### src/rtl/h_timing_gen.sv
// ---------------------------------------------------------------------------
// h_timing_gen
// Horizontal timing generator for the VGA display path. Divides the system
// clock into VGA pixel periods and walks each line through the ACTIVE,
// FRONT porch, SYNC and BACK porch phases.
//
// Ports:
//   clk       in   system clock, all state changes on the rising edge
//   reset     in   synchronous, active-high reset
//   count     out  5-bit memory-pixel phase (0..REP-1 in ACTIVE, else 0);
//                  the downstream Hpixel counter advances when count == 19
//   h_active  out  high during the active video phase
//   hsync     out  horizontal sync, asserted only during SYNC
//   pix_tick  out  high on the last system clock of each VGA pixel
//   line_end  out  one-cycle pulse on the last system clock of the line
//
// Configuration macro:
//   HSYNC_ACTIVE_HIGH_EN  defined   -> hsync active-high (reset value 0)
//                         undefined -> hsync active-low  (reset value 1)
//
// All outputs are registered. Their next values are decoded from the
// next-state values, so each output lines up with the state it describes.
// ---------------------------------------------------------------------------
module h_timing_gen #(
    parameter int CLK_PER_PIX = 4,
    parameter int H_ACTIVE    = 640,
    parameter int H_FP        = 16,
    parameter int H_SYNC      = 96,
    parameter int H_BP        = 48,
    parameter int REP         = 20
) (
    input  logic       clk,
    input  logic       reset,
    output logic [4:0] count,
    output logic       h_active,
    output logic       hsync,
    output logic       pix_tick,
    output logic       line_end
);

    localparam int DIV_W = (CLK_PER_PIX > 1) ? $clog2(CLK_PER_PIX) : 1;
    localparam int H_MAX01 = (H_ACTIVE > H_FP) ? H_ACTIVE : H_FP;
    localparam int H_MAX23 = (H_SYNC > H_BP) ? H_SYNC : H_BP;
    localparam int H_MAX   = (H_MAX01 > H_MAX23) ? H_MAX01 : H_MAX23;
    localparam int COL_W   = (H_MAX > 1) ? $clog2(H_MAX) : 1;

`ifdef HSYNC_ACTIVE_HIGH_EN
    localparam logic HS_ON = 1'b1;
`else
    localparam logic HS_ON = 1'b0;
`endif
    localparam logic HS_OFF = ~HS_ON;

    typedef enum logic [1:0] {
        ST_ACTIVE = 2'd0,
        ST_FRONT  = 2'd1,
        ST_SYNC   = 2'd2,
        ST_BACK   = 2'd3
    } state_t;

    state_t             r_state;
    logic [DIV_W-1:0]   r_div;
    logic [COL_W-1:0]   r_col;
    logic [4:0]         r_count;
    logic               r_h_active;
    logic               r_hsync;
    logic               r_pix_tick;
    logic               r_line_end;

    state_t             w_state_nxt;
    logic [DIV_W-1:0]   w_div_nxt;
    logic [COL_W-1:0]   w_col_nxt;
    logic [COL_W-1:0]   w_phase_last;
    logic [4:0]         w_count_nxt;
    logic               w_pix_end;
    logic               w_phase_end;
    logic               w_h_active_nxt;
    logic               w_hsync_nxt;
    logic               w_pix_tick_nxt;
    logic               w_line_end_nxt;

    // Last column index of the phase currently being generated.
    always_comb begin
        w_phase_last = COL_W'(H_ACTIVE - 1);
        case (r_state)
            ST_ACTIVE: w_phase_last = COL_W'(H_ACTIVE - 1);
            ST_FRONT:  w_phase_last = COL_W'(H_FP - 1);
            ST_SYNC:   w_phase_last = COL_W'(H_SYNC - 1);
            ST_BACK:   w_phase_last = COL_W'(H_BP - 1);
            default:   w_phase_last = COL_W'(H_ACTIVE - 1);
        endcase
    end

    // Next-state, counter and output-decode logic.
    always_comb begin
        w_state_nxt    = r_state;
        w_pix_end      = (r_div == DIV_W'(CLK_PER_PIX - 1));
        w_phase_end    = w_pix_end && (r_col == w_phase_last);

        if (w_pix_end) begin
            w_div_nxt = DIV_W'(0);
        end else begin
            w_div_nxt = r_div + DIV_W'(1);
        end

        if (w_phase_end) begin
            case (r_state)
                ST_ACTIVE: w_state_nxt = ST_FRONT;
                ST_FRONT:  w_state_nxt = ST_SYNC;
                ST_SYNC:   w_state_nxt = ST_BACK;
                ST_BACK:   w_state_nxt = ST_ACTIVE;
                default:   w_state_nxt = ST_ACTIVE;
            endcase
        end else begin
            w_state_nxt = r_state;
        end

        // Column clears on every phase change so each phase starts at 0.
        if (w_phase_end) begin
            w_col_nxt = COL_W'(0);
        end else if (w_pix_end) begin
            w_col_nxt = r_col + COL_W'(1);
        end else begin
            w_col_nxt = r_col;
        end

        // count only runs while staying inside ACTIVE. ACTIVE length is a
        // multiple of REP, so it leaves on REP-1 and the new line starts at 0.
        if ((r_state == ST_ACTIVE) && (w_state_nxt == ST_ACTIVE)) begin
            if (r_count == 5'(REP - 1)) begin
                w_count_nxt = 5'd0;
            end else begin
                w_count_nxt = r_count + 5'd1;
            end
        end else begin
            w_count_nxt = 5'd0;
        end

        w_h_active_nxt = (w_state_nxt == ST_ACTIVE);
        if (w_state_nxt == ST_SYNC) begin
            w_hsync_nxt = HS_ON;
        end else begin
            w_hsync_nxt = HS_OFF;
        end
        w_pix_tick_nxt = (w_div_nxt == DIV_W'(CLK_PER_PIX - 1));
        w_line_end_nxt = (w_state_nxt == ST_BACK) &&
                         (w_div_nxt == DIV_W'(CLK_PER_PIX - 1)) &&
                         (w_col_nxt == COL_W'(H_BP - 1));
    end

    // Phase state register.
    always_ff @(posedge clk) begin
        if (reset) begin
            r_state <= ST_ACTIVE;
        end else begin
            r_state <= w_state_nxt;
        end
    end

    // Divider, column, count and registered output flags.
    always_ff @(posedge clk) begin
        if (reset) begin
            r_div      <= DIV_W'(0);
            r_col      <= COL_W'(0);
            r_count    <= 5'd0;
            r_h_active <= 1'b1;
            r_hsync    <= HS_OFF;
            r_pix_tick <= 1'b0;
            r_line_end <= 1'b0;
        end else begin
            r_div      <= w_div_nxt;
            r_col      <= w_col_nxt;
            r_count    <= w_count_nxt;
            r_h_active <= w_h_active_nxt;
            r_hsync    <= w_hsync_nxt;
            r_pix_tick <= w_pix_tick_nxt;
            r_line_end <= w_line_end_nxt;
        end
    end

    assign count    = r_count;
    assign h_active = r_h_active;
    assign hsync    = r_hsync;
    assign pix_tick = r_pix_tick;
    assign line_end = r_line_end;

endmodule

### config.mk
export PLATFORM = sky130hd
export DESIGN_NAME = h_timing_gen
export DESIGN_NICKNAME = d
export VERILOG_FILES = /design/src/rtl/h_timing_gen.sv
export SDC_FILE = /design/constraint.sdc
export NUM_CORES = 1
export LEC_CHECK = 0
export BUFFER_PORTS_ARGS = -buffer_cell sky130_fd_sc_hd__buf_2
export CELL_PAD_IN_SITES_DETAIL_PLACEMENT = 1
export CELL_PAD_IN_SITES_GLOBAL_PLACEMENT = 1
export CORE_ASPECT_RATIO = 0.75
export CORE_MARGIN = 1.5
export CORE_UTILIZATION = 47
export CTS_CLUSTER_SIZE = 25
export DETAILED_ROUTE_END_ITERATION = 8
export GPL_ROUTABILITY_DRIVEN = 0
export PLACE_DENSITY = 0.88
export SLEW_MARGIN = 20
export SYNTH_ARGS = -nofsm -noshare
export SYNTH_HDL_FRONTEND = slang
export SYNTH_SLANG_ARGS = --single-unit
### constraint.sdc
create_clock -name clk -period 6.4 [get_ports clk]
set_clock_uncertainty 0.2 [all_clocks]
set_input_delay 1.92 -clock clk [delete_from_list [all_inputs] [get_ports clk]]
set_output_delay 1.92 -clock clk [all_outputs]
set_load 0.05 [all_outputs]
After elaboration in Yosys (flattened, before gate mapping). Cells that the tools add are included.

Add/subtract/negate cells: 3. Eq/ne operators: 10. Multiplexer cells: 7. Bitwise gates (word level): 1. Reduce and logical (&&, ||, !) cells: 7.

Operators by type and width (number): one-hot mux 10 bit (4 select lines) (1); 2-to-1 mux 10 bit (2); == test 2 bit, second input constant (6); adder 10 x 1 -> 10 bit, second input constant (1); == test 10 bit (1); == test 10 x 6 -> 1 bit, second input constant (1); one-hot mux 2 bit (4 select lines) (1); adder 5 x 1 -> 5 bit, second input constant (1); == test 5 bit, second input constant (1); logical AND 1 bit (4); logical NOT 2 bit (2); 2-to-1 mux 2 bit (2); OR reduction 3 bit (1); adder 2 x 1 -> 2 bit, second input constant (1); == test 2 x 1 -> 1 bit, second input constant (1); 2-to-1 mux 1 bit (1); NOT 1 bit (1).

Register bits: 23. Input port bits: 2. Output and inout bits: 9. Logic and storage cells: 36.

Depth between registers and ports, before layout. Gate-level depths: netlist of run 1.

Depth after elaboration: 9. Gate-level depth with buffers: 8.

Least setup slack after synthesis of run 1. No wires, ideal clock.

Path kind: in2reg. Start: in reset. End: reg r_count[0] (netlist: count[0]). Setup time: 0.074 ns. Data arrival time: 2.717 ns. Setup slack: 3.409 ns. Stages: 3. Path through: clkbuf_1 -> a311oi_1 -> nor3b_2.

Longest elaborated chain between the ends: 1.

RTL lines: from (decl) (line 33) `input logic reset,`; OR reduction 3 bit (no source line); to (signal assigned) (line 173) `r_count <= w_count_nxt;`; to (decl) (line 64) `logic [4:0] r_count;`.

No other way between the ends. A chain may end at the register's enable or synchronous reset.

Worst setup path after layout of run 1.
Start: reg r_count[2] (netlist: count[2]). End: out count[2].

RTL lines: to (decl) (line 34) `output logic [4:0] count,`.

No word-level cell between the ends.

==> impl_metrics.json, run 1 <==
{
  "outcome": "finished, final reports clean",
  "start_kind": "register",
  "synth_cell_types": 35,
  "maxCapViolCount": 0,
  "io_buffer_count": 10,
  "crit_required_ns": 4.28,
  "drt_iter0_drc": 22,
  "cts-root-buf": "clkbuf_4",
  "clock-sinks": 23,
  "dieHeight_um": 45.3,
  "crit_cells": 1,
  "timing.rr.end": "hsync$_SDFF_PP1_",
  "p_per_area_nw_per_um2": 197,
  "finalPower_mw": 0.241,
  "period_needed_ns": 3.15,
  "setup_viol": 0,
  "insertion_delay_ns": 0.31,
  "max-vdd-ir-drop_mv": 0.109,
  "num_antenna_cells": 0,
  "slew_headroom_pct": 56.8,
  "fp.dieArea_um2": 2700,
  "cts_buffers": 3,
  "multi_input_area_um2": 627,
  "die_w_um": 59.5,
  "ys_warn_count": 0,
  "tightest_slew_ns": 0.644,
  "crit_end": "count[2]",
  "hold_depth": 1,
  "ctsResizeCount": 0,
  "grt_pass1_wl_um": 3660,
  "cp_top_family": "flip-flops",
  "clockBufferDepth": 2,
  "routedWlPerCell_um": 13.0,
  "htree_num_levels": 1,
  "num_rows": 15,
  "rsz0062_at_grt": "false",
  "dr.pass1.iters": 3,
  "cellInternalPower_mw": 0.178,
  "synthesis.nets": 128,
  "start_util_pct": 49.5,
  "worstSetupPathType": "reg2out",
  "hp-class": "reg2reg",
  "fin_crit_sh_pct": 49.1,
  "p_sw_mw": 0.0626,
  "dp_hpwl_um": 1710,
  "n_fill_cell": 275,
  "crit_fanout": 5,
  "pwr-share-seq_pct": 62.8,
  "globalRouteOverflowTotal": 0,
  "synthArstFlopShare_pct": 0,
  "syn_inst": 120,
  "drv_slew": 0,
  "layout.nets": 139,
  "syn_area_um2": 1120,
  "worstHoldStart": "r_div[0]$_SDFF_PP0_",
  "antenna_found_initial": 0,
  "slowest_delay_ns": 0.42,
  "max_freq_ghz": 0.318,
  "critPathSlowestCell": "dfxtp_1",
  "grt_usage_pct": 18.5,
  "coreArea_um2": 2270,
  "dominantRegCellSynth": "dfxtp_1",
  "synth_edf_count": 0,
  "r2r_start": "r_state[0]$_SDFF_PP0_",
  "power_frac_comb_pct": 9.1,
  "leakagePower_nw": 0.502,
  "worstSetupEndpointType": "output port",
  "clk_pin_slew_ns": 0.13,
  "drtAntennaViolNets": 0,
  "grt_pass1_vias": 808,
  "io_pins": 11,
  "path_cells": "buf_2",
  "ys_seq_elements": 23,
  "seq_area_um2": 460,
  "drive_gt1_share_pct": 20.0,
  "grt_max_degree": 15,
  "wl_um": 2130,
  "cts_hold_buffers": 0,
  "cts_tree": "done",
  "post_cts_buffers": 0,
  "clkPwrFrac_pct": 28.1,
  "switching_share_pct": 26.0,
  "finalHoldViolations": 0,
  "ff2ff_setup_slack_ns": 3.94,
  "arrival_ns": 1.03,
  "cp-startpoint": "count[2]$_SDFF_PP0_",
  "area_growth_pct": 9.02,
  "cp_num_buf_inv": 1,
  "post-route-drc-count": 0,
  "via_count": 822,
  "synth-seq-area-share_pct": 41.0,
  "avgSynthCellArea_um2": 9.36,
  "reg2reg_depth": 7,
  "fin_setup_tns_ns": 0,
  "viasPerCell": 5.01
}
[Yosys cell counts, drive strengths merged (3+ instances only)]
cell type  count  share of area [%]
nand2         10                3.3
o21ai          3                1.7
dfxtp         23                 41
xnor2          8                6.2
and3           3                2.0
nor2b          3                1.7
buf            3                1.6
nand3          3                1.3
nor2          20                6.7
ha             6                6.7
inv            4                1.3
nor3b          3                2.4
xor2           7                5.5
nand4          4                2.8
[cell usage in the layout (no fill, tap or decap), drive strengths merged, types with 2 or more instances in the layout]
| cell type | instances |
|---|---|
| and3 | 3 |
| buf | 10 |
| clkbuf | 3 |
| dfxtp | 23 |
| ha | 6 |
| inv | 4 |
| mux2i | 2 |
| nand2 | 10 |
| nand3 | 3 |
| nand4 | 4 |
| nor2 | 20 |
| nor2b | 3 |
| nor3 | 2 |
| nor3b | 3 |
| o21ai | 3 |
| or2 | 2 |
| xnor2 | 8 |
| xor2 | 7 |
[power groups by stage]
| stage | clock [mW] | combinational [mW] | sequential [mW] |
|---|---|---|---|
| 2_1_floorplan | 0 | 0.0103 | 0.161 |
| 3_3_place_gp | 0 | 0.0211 | 0.154 |
| 3_5_place_dp | 0 | 0.0222 | 0.154 |
| 4_1_cts | 0.0729 | 0.0223 | 0.151 |
| 5_1_grt | 0.0787 | 0.0238 | 0.152 |
| 6_report | 0.0677 | 0.0220 | 0.151 |
[layer usage]
metal,GRT usage (%),routed length (um)
met1,23.6,1040
met2,31.2,1050
met3,4.30,33
met4,5.45,15
met5,0,0
[sequential cells by signal, indices dropped and copies added, names as in the netlist]
name and cells:
h_active 1, line_end 1, hsync 1, r_state 2, count 5, pix_tick 1, r_col 10, r_div 2
[area by class of cell]
type	count	area share, %
Multi-Input combinational cell	89	51.2
Clock inverter	1	0.613
Sequential cell	23	37.6
Timing Repair Buffer	10	4.09
Inverter	4	1.23
Clock buffer	3	1.84
Tap cell	34	3.47
[through the flow]
step	cell area (um^2)	worst slack (ns)	util (%)	hold WS, ns	instances
detailed placement	1190	3.22	52.6	0.276	160
global placement	1190	3.33	52.6	0.247	160
CTS	1220	3.24	53.9	0.295	164
finish	1220	3.25	53.9	0.289	164
global route	1220	3.19	53.9	0.326	164
floorplan	1120	3.41	-	0.230	120
[worst min-delay path by stage]
| stage | to |
|---|---|
| floorplan | r_div[0]$_SDFF_PP0_ |
| global placement | r_div[0]$_SDFF_PP0_ |
| detailed placement | r_div[0]$_SDFF_PP0_ |
| CTS | r_div[0]$_SDFF_PP0_ |
| global route | r_div[0]$_SDFF_PP0_ |
| finish | r_div[0]$_SDFF_PP0_ |
[kinds of logic (layout without fill, tap and decap cells)]
group	count (synthesis)	in the layout	share of synthesized area, %
buffers and inverters	8	18	3.23
AO/OA/AOI/OAI	7	7	6.24
flip-flops	23	23	41.0
AND/OR/NAND/NOR	59	59	29.4
multiplexers	2	2	1.78
adder cells (fa/ha/maj)	6	6	6.68
XOR/XNOR	15	15	11.7
Power figures use the tool's default switching activity.
==> inputs of run 2 (changes only) <==
Settings changed: CORE_UTILIZATION 47 to 39, PLACE_DENSITY 0.88 to 0.78.
Clock period 6.4 ns to 2.6 ns, I/O delays scaled along.
==> impl_metrics.json, run 2 (synthesis gave the netlist of run 1 again) <==
{
  "grt_max_degree": 15,
  "drtAntennaViolNets": 0,
  "insertion_delay_ns": 0.27,
  "cts_hold_buffers": 0,
  "largest-register": "r_col",
  "finalHoldViolations": 0,
  "period_needed_ns": 2.47,
  "dp_hpwl_um": 1910,
  "setup_viol": 0,
  "place_area_um2": 1200,
  "leakagePower_nw": 0.523,
  "start_kind": "register",
  "seq_area_um2": 460,
  "io_pins": 11,
  "p_per_area_nw_per_um2": 519,
  "grt_pass1_vias": 886,
  "drive_gt1_share_pct": 21.8,
  "dr.pass1.iters": 2,
  "fp.dieArea_um2": 3220,
  "clk_pin_slew_ns": 0.09,
  "clockBufferDepth": 2,
  "globalRouteOverflowTotal": 0,
  "wl_met1_um": 1250,
  "cts_tree": "done",
  "viasPerCell": 5.00,
  "io_buffer_count": 10,
  "drt_iter0_drc": 32,
  "worstSetupPathType": "reg2reg",
  "drv_slew": 0,
  "via_count": 845,
  "met3_length_um": 45,
  "final_cell_mix": "dfxtp_1, nor2_1, nand2_1, buf_2, xnor2_1",
  "die_w_um": 65.0,
  "worstSetupEndpointType": "register",
  "maxCapViolCount": 0,
  "num_antenna_cells": 0,
  "fin_crit_sh_pct": 95.1,
  "slew_headroom_pct": 58.2,
  "wl_um": 2570,
  "finalPower_mw": 0.659,
  "grt_pass1_wl_um": 4260,
  "dr_wl_met2_um": 1220,
  "arrival_ns": 2.43,
  "n_fill_cell": 317,
  "max-vdd-ir-drop_mv": 0.310,
  "fin_setup_tns_ns": 0,
  "ff2ff_setup_slack_ns": 0.13,
  "final_common_cell": "dfxtp_1",
  "hp-class": "reg2reg",
  "largest_register_ffs": 10,
  "post-route-drc-count": 0,
  "start_util_pct": 41.9,
  "cts_buffers": 3,
  "multi_input_area_um2": 627,
  "layout.nets": 142,
  "tightest_slew_ns": 0.622,
  "num_rows": 16,
  "dieHeight_um": 49.5,
  "stdcell_area_um2": 1270,
  "coreArea_um2": 2680,
  "area_growth_pct": 12.9,
  "max_freq_ghz": 0.405,
  "grt_usage_pct": 17.4,
  "outcome": "finished, final reports clean",
  "antenna_found_initial": 0,
  "routedWlPerCell_um": 15.2,
  "crit_required_ns": 2.56,
  "crit_fanout": 5,
  "highest_layer": "met4",
  "timing.hold.ws_ns": 0.267,
  "cts-root-buf": "clkbuf_8",
  "clock-sinks": 23,
  "htree_num_levels": 1
}
run 2: cell count changes in the layout (fill, tap and decap cells not counted):
cell | previous run | this run
buf_4 | 0 | 3
clkbuf_4 | 3 | 0
clkbuf_8 | 0 | 3
o21ai_0 | 2 | 1
o21ai_1 | 0 | 1
run 2: power by group:
group | switching [mW] | internal (mW) | total [mW]
Combinational | 0.0377 | 0.0175 | 0.0552
Sequential | 0.00959 | 0.363 | 0.372
Clock | 0.123 | 0.109 | 0.231
Total | 0.170 | 0.489 | 0.659
run 2: path summary, 6_finish.rpt:
path,startpoint,endpoint,cells past startpoint
setup reg to reg,r_state[0]$_SDFF_PP0_,hsync$_SDFF_PP1_,7
hold reg to reg,r_div[0]$_SDFF_PP0_,r_div[0]$_SDFF_PP0_,1
hold / removal,r_div[0]$_SDFF_PP0_,r_div[0]$_SDFF_PP0_,1
setup / recovery,r_state[0]$_SDFF_PP0_,hsync$_SDFF_PP1_,7
run 2: metrics by stage:
stage          cells  worst slack, ns  utilization [%]
2_1_floorplan    120            0.358                -
3_3_place_gp     163            0.285             44.9
3_5_place_dp     163            0.175             44.9
4_1_cts          167            0.114             46.7
5_1_grt          169          -0.0247             47.3
6_report         169            0.128             47.3
run 2: critical path, cell delays in order (launching register included):
cell     delay (ns)
dfxtp_1        0.40
inv_1          0.08
ha_1           0.30
xnor2_1        0.25
nand4_2        0.24
o41ai_4        0.29
and2b_1        0.23
or3b_1         0.36
run 2: final cells by class:
class | count | area share, %
clock buffer | 3 | 3.25
sequential | 23 | 36.3
inverter | 4 | 1.18
clock inverter | 1 | 0.592
multi-input combinational | 89 | 49.4
timing repair buffer | 13 | 5.72
tap | 36 | 3.55
run 2: layer usage:
layer  vias to the layer above  track usage [%]
met5                         -                0
met4                         0             7.09
met3                         4             3.65
met2                         7             29.0
met1                       407             22.0
li1                        427                -
run 2: what timing repair did:
| item | 4_1_cts | 5_1_grt |
|---|---|---|
| gates resized for setup | 0 | 1 |
| endpoints found under the hold margin | 0 | 0 |
| buffers inserted | 0 | 2 |
| setup endpoints to repair | 0 | 2 |
==> inputs of run 3 (changes only) <==
Settings changed: MAX_ROUTING_LAYER set to met4.
==> impl_metrics.json, run 3 (synthesis gave the netlist of run 1 again) <==
{
  "placed_cells": 163,
  "layout.nets": 142,
  "dp_hpwl_um": 1910,
  "grt_max_degree": 15,
  "routedWlPerCell_um": 15.3,
  "pwr-share-seq_pct": 56.3,
  "cts_hold_buffers": 0,
  "grt_usage_pct": 18.0,
  "worstSetupPathType": "reg2reg",
  "crit_fanout": 5,
  "io_buffer_count": 10,
  "final_common_cell": "dfxtp_1",
  "clock-sinks": 23,
  "cts_buffers": 3,
  "p_per_area_nw_per_um2": 521,
  "largest-register": "r_col",
  "drive_gt1_share_pct": 21.8,
  "cp-startpoint": "r_state[0]$_SDFF_PP0_",
  "max-vdd-ir-drop_mv": 0.311,
  "max_freq_ghz": 0.406,
  "n_fill_cell": 317,
  "cts_tree": "done",
  "finalHoldViolations": 0,
  "antenna_found_initial": 0,
  "coreArea_um2": 2680,
  "num_rows": 16,
  "outcome": "finished, final reports clean",
  "worstHoldStart": "r_div[0]$_SDFF_PP0_",
  "hold_depth": 1,
  "hp-class": "reg2reg",
  "largest_register_ffs": 10,
  "switching_share_pct": 26.0,
  "drt_iter0_drc": 22,
  "reg2reg_depth": 7,
  "globalRouteOverflowTotal": 0,
  "dieHeight_um": 49.5,
  "die_w_um": 65.0,
  "num_antenna_cells": 0,
  "period_needed_ns": 2.47,
  "start_kind": "register",
  "drv_slew": 0,
  "fin_cells": 169,
  "final_cell_mix": "dfxtp_1, nor2_1, nand2_1, buf_2, xnor2_1",
  "fin_crit_sh_pct": 94.8,
  "viasPerCell": 5.01,
  "utilization_pct": 47.3,
  "io_pins": 11,
  "clockBufferDepth": 2,
  "p_sw_mw": 0.172,
  "crit_required_ns": 2.56,
  "via_count": 846,
  "arrival_ns": 2.42,
  "grt_pass1_vias": 883,
  "wl_um": 2580,
  "drtAntennaViolNets": 0,
  "clkPwrFrac_pct": 35.3,
  "setup_viol": 0,
  "htree_num_levels": 1,
  "slew_headroom_pct": 57.0,
  "dr.pass1.iters": 2,
  "worstSetupEndpointType": "register",
  "maxCapViolCount": 0,
  "grt_pass1_wl_um": 4260,
  "clk_pin_slew_ns": 0.09,
  "power_frac_comb_pct": 8.4,
  "cts-root-buf": "clkbuf_8",
  "post-route-drc-count": 0,
  "fp.dieArea_um2": 3220,
  "tightest_slew_ns": 0.640,
  "cellInternalPower_mw": 0.489,
  "leakagePower_nw": 0.523,
  "r2r_start": "r_state[0]$_SDFF_PP0_",
  "insertion_delay_ns": 0.27,
  "start_util_pct": 41.9,
  "area_growth_pct": 12.9
}
-- run 3: cell counts in the layout (fill, tap and decap cells not counted) --
No cell type changed its count.
-- run 3: repair_timing --
action                                  4_1_cts  5_1_grt
setup buffers                                 0        2
endpoints found under the hold margin         0        0
endpoints found under the setup margin        0        2
gates resized for setup                       0        1
-- run 3: area by class of cell --
cell class,instances,area [um^2],area share [%]
well taps,36,45.0,3.55
inverters,4,15.0,1.18
clock inverters,1,7.51,0.592
clock buffers,3,41.3,3.25
multi-input cells,89,627,49.4
repair buffers,13,72.6,5.72
flip-flops and latches,23,460,36.3
-- run 3: layer usage --
metal | track usage (%) | wire length, um | vias up | part of all wire [%]
li1 | - | - | 427 | -
met1 | 22.5 | 1270 | 408 | 49
met2 | 28.7 | 1210 | 7 | 47
met3 | 3.65 | 45 | 4 | 1.7
met4 | 7.09 | 53 | 0 | 2.1
met5 | - | 0 | - | 0
-- run 3: worst max-delay path: stages, from the launching register on --
cell	delay [ns]
dfxtp_1	0.40
inv_1	0.08
ha_1	0.30
xnor2_1	0.25
nand4_2	0.24
o41ai_4	0.29
and2b_1	0.23
or3b_1	0.36
-- run 3: power by group through the flow --
stage / logic (mW) / clock network (mW) / registers (mW)
2_1_floorplan: 0.0254 / 0 / 0.396
3_3_place_gp: 0.0537 / 0 / 0.379
3_5_place_dp: 0.0559 / 0 / 0.381
4_1_cts: 0.0562 / 0.237 / 0.372
5_1_grt: 0.0620 / 0.255 / 0.374
6_report: 0.0553 / 0.233 / 0.372
-- run 3: metrics by stage --
stage	hold slack, ns	power (mW)	setup TNS, ns	cell area [um^2]	setup slack [ns]
2_1_floorplan	0.230	0.422	0	1120	0.358
6_report	0.267	0.661	0	1270	0.135
3_5_place_dp	0.259	0.436	0	1200	0.175
5_1_grt	0.296	0.690	-0.0253	1270	-0.0253
4_1_cts	0.271	0.665	0	1250	0.114
3_3_place_gp	0.241	0.433	0	1200	0.285
-- run 3: worst paths after layout --
path	end	slack (ns)
worst max-delay path	hsync$_SDFF_PP1_	0.13
worst min register to register	r_div[0]$_SDFF_PP0_	0.27
worst max register to register	hsync$_SDFF_PP1_	0.13
worst min-delay path	r_div[0]$_SDFF_PP0_	0.27
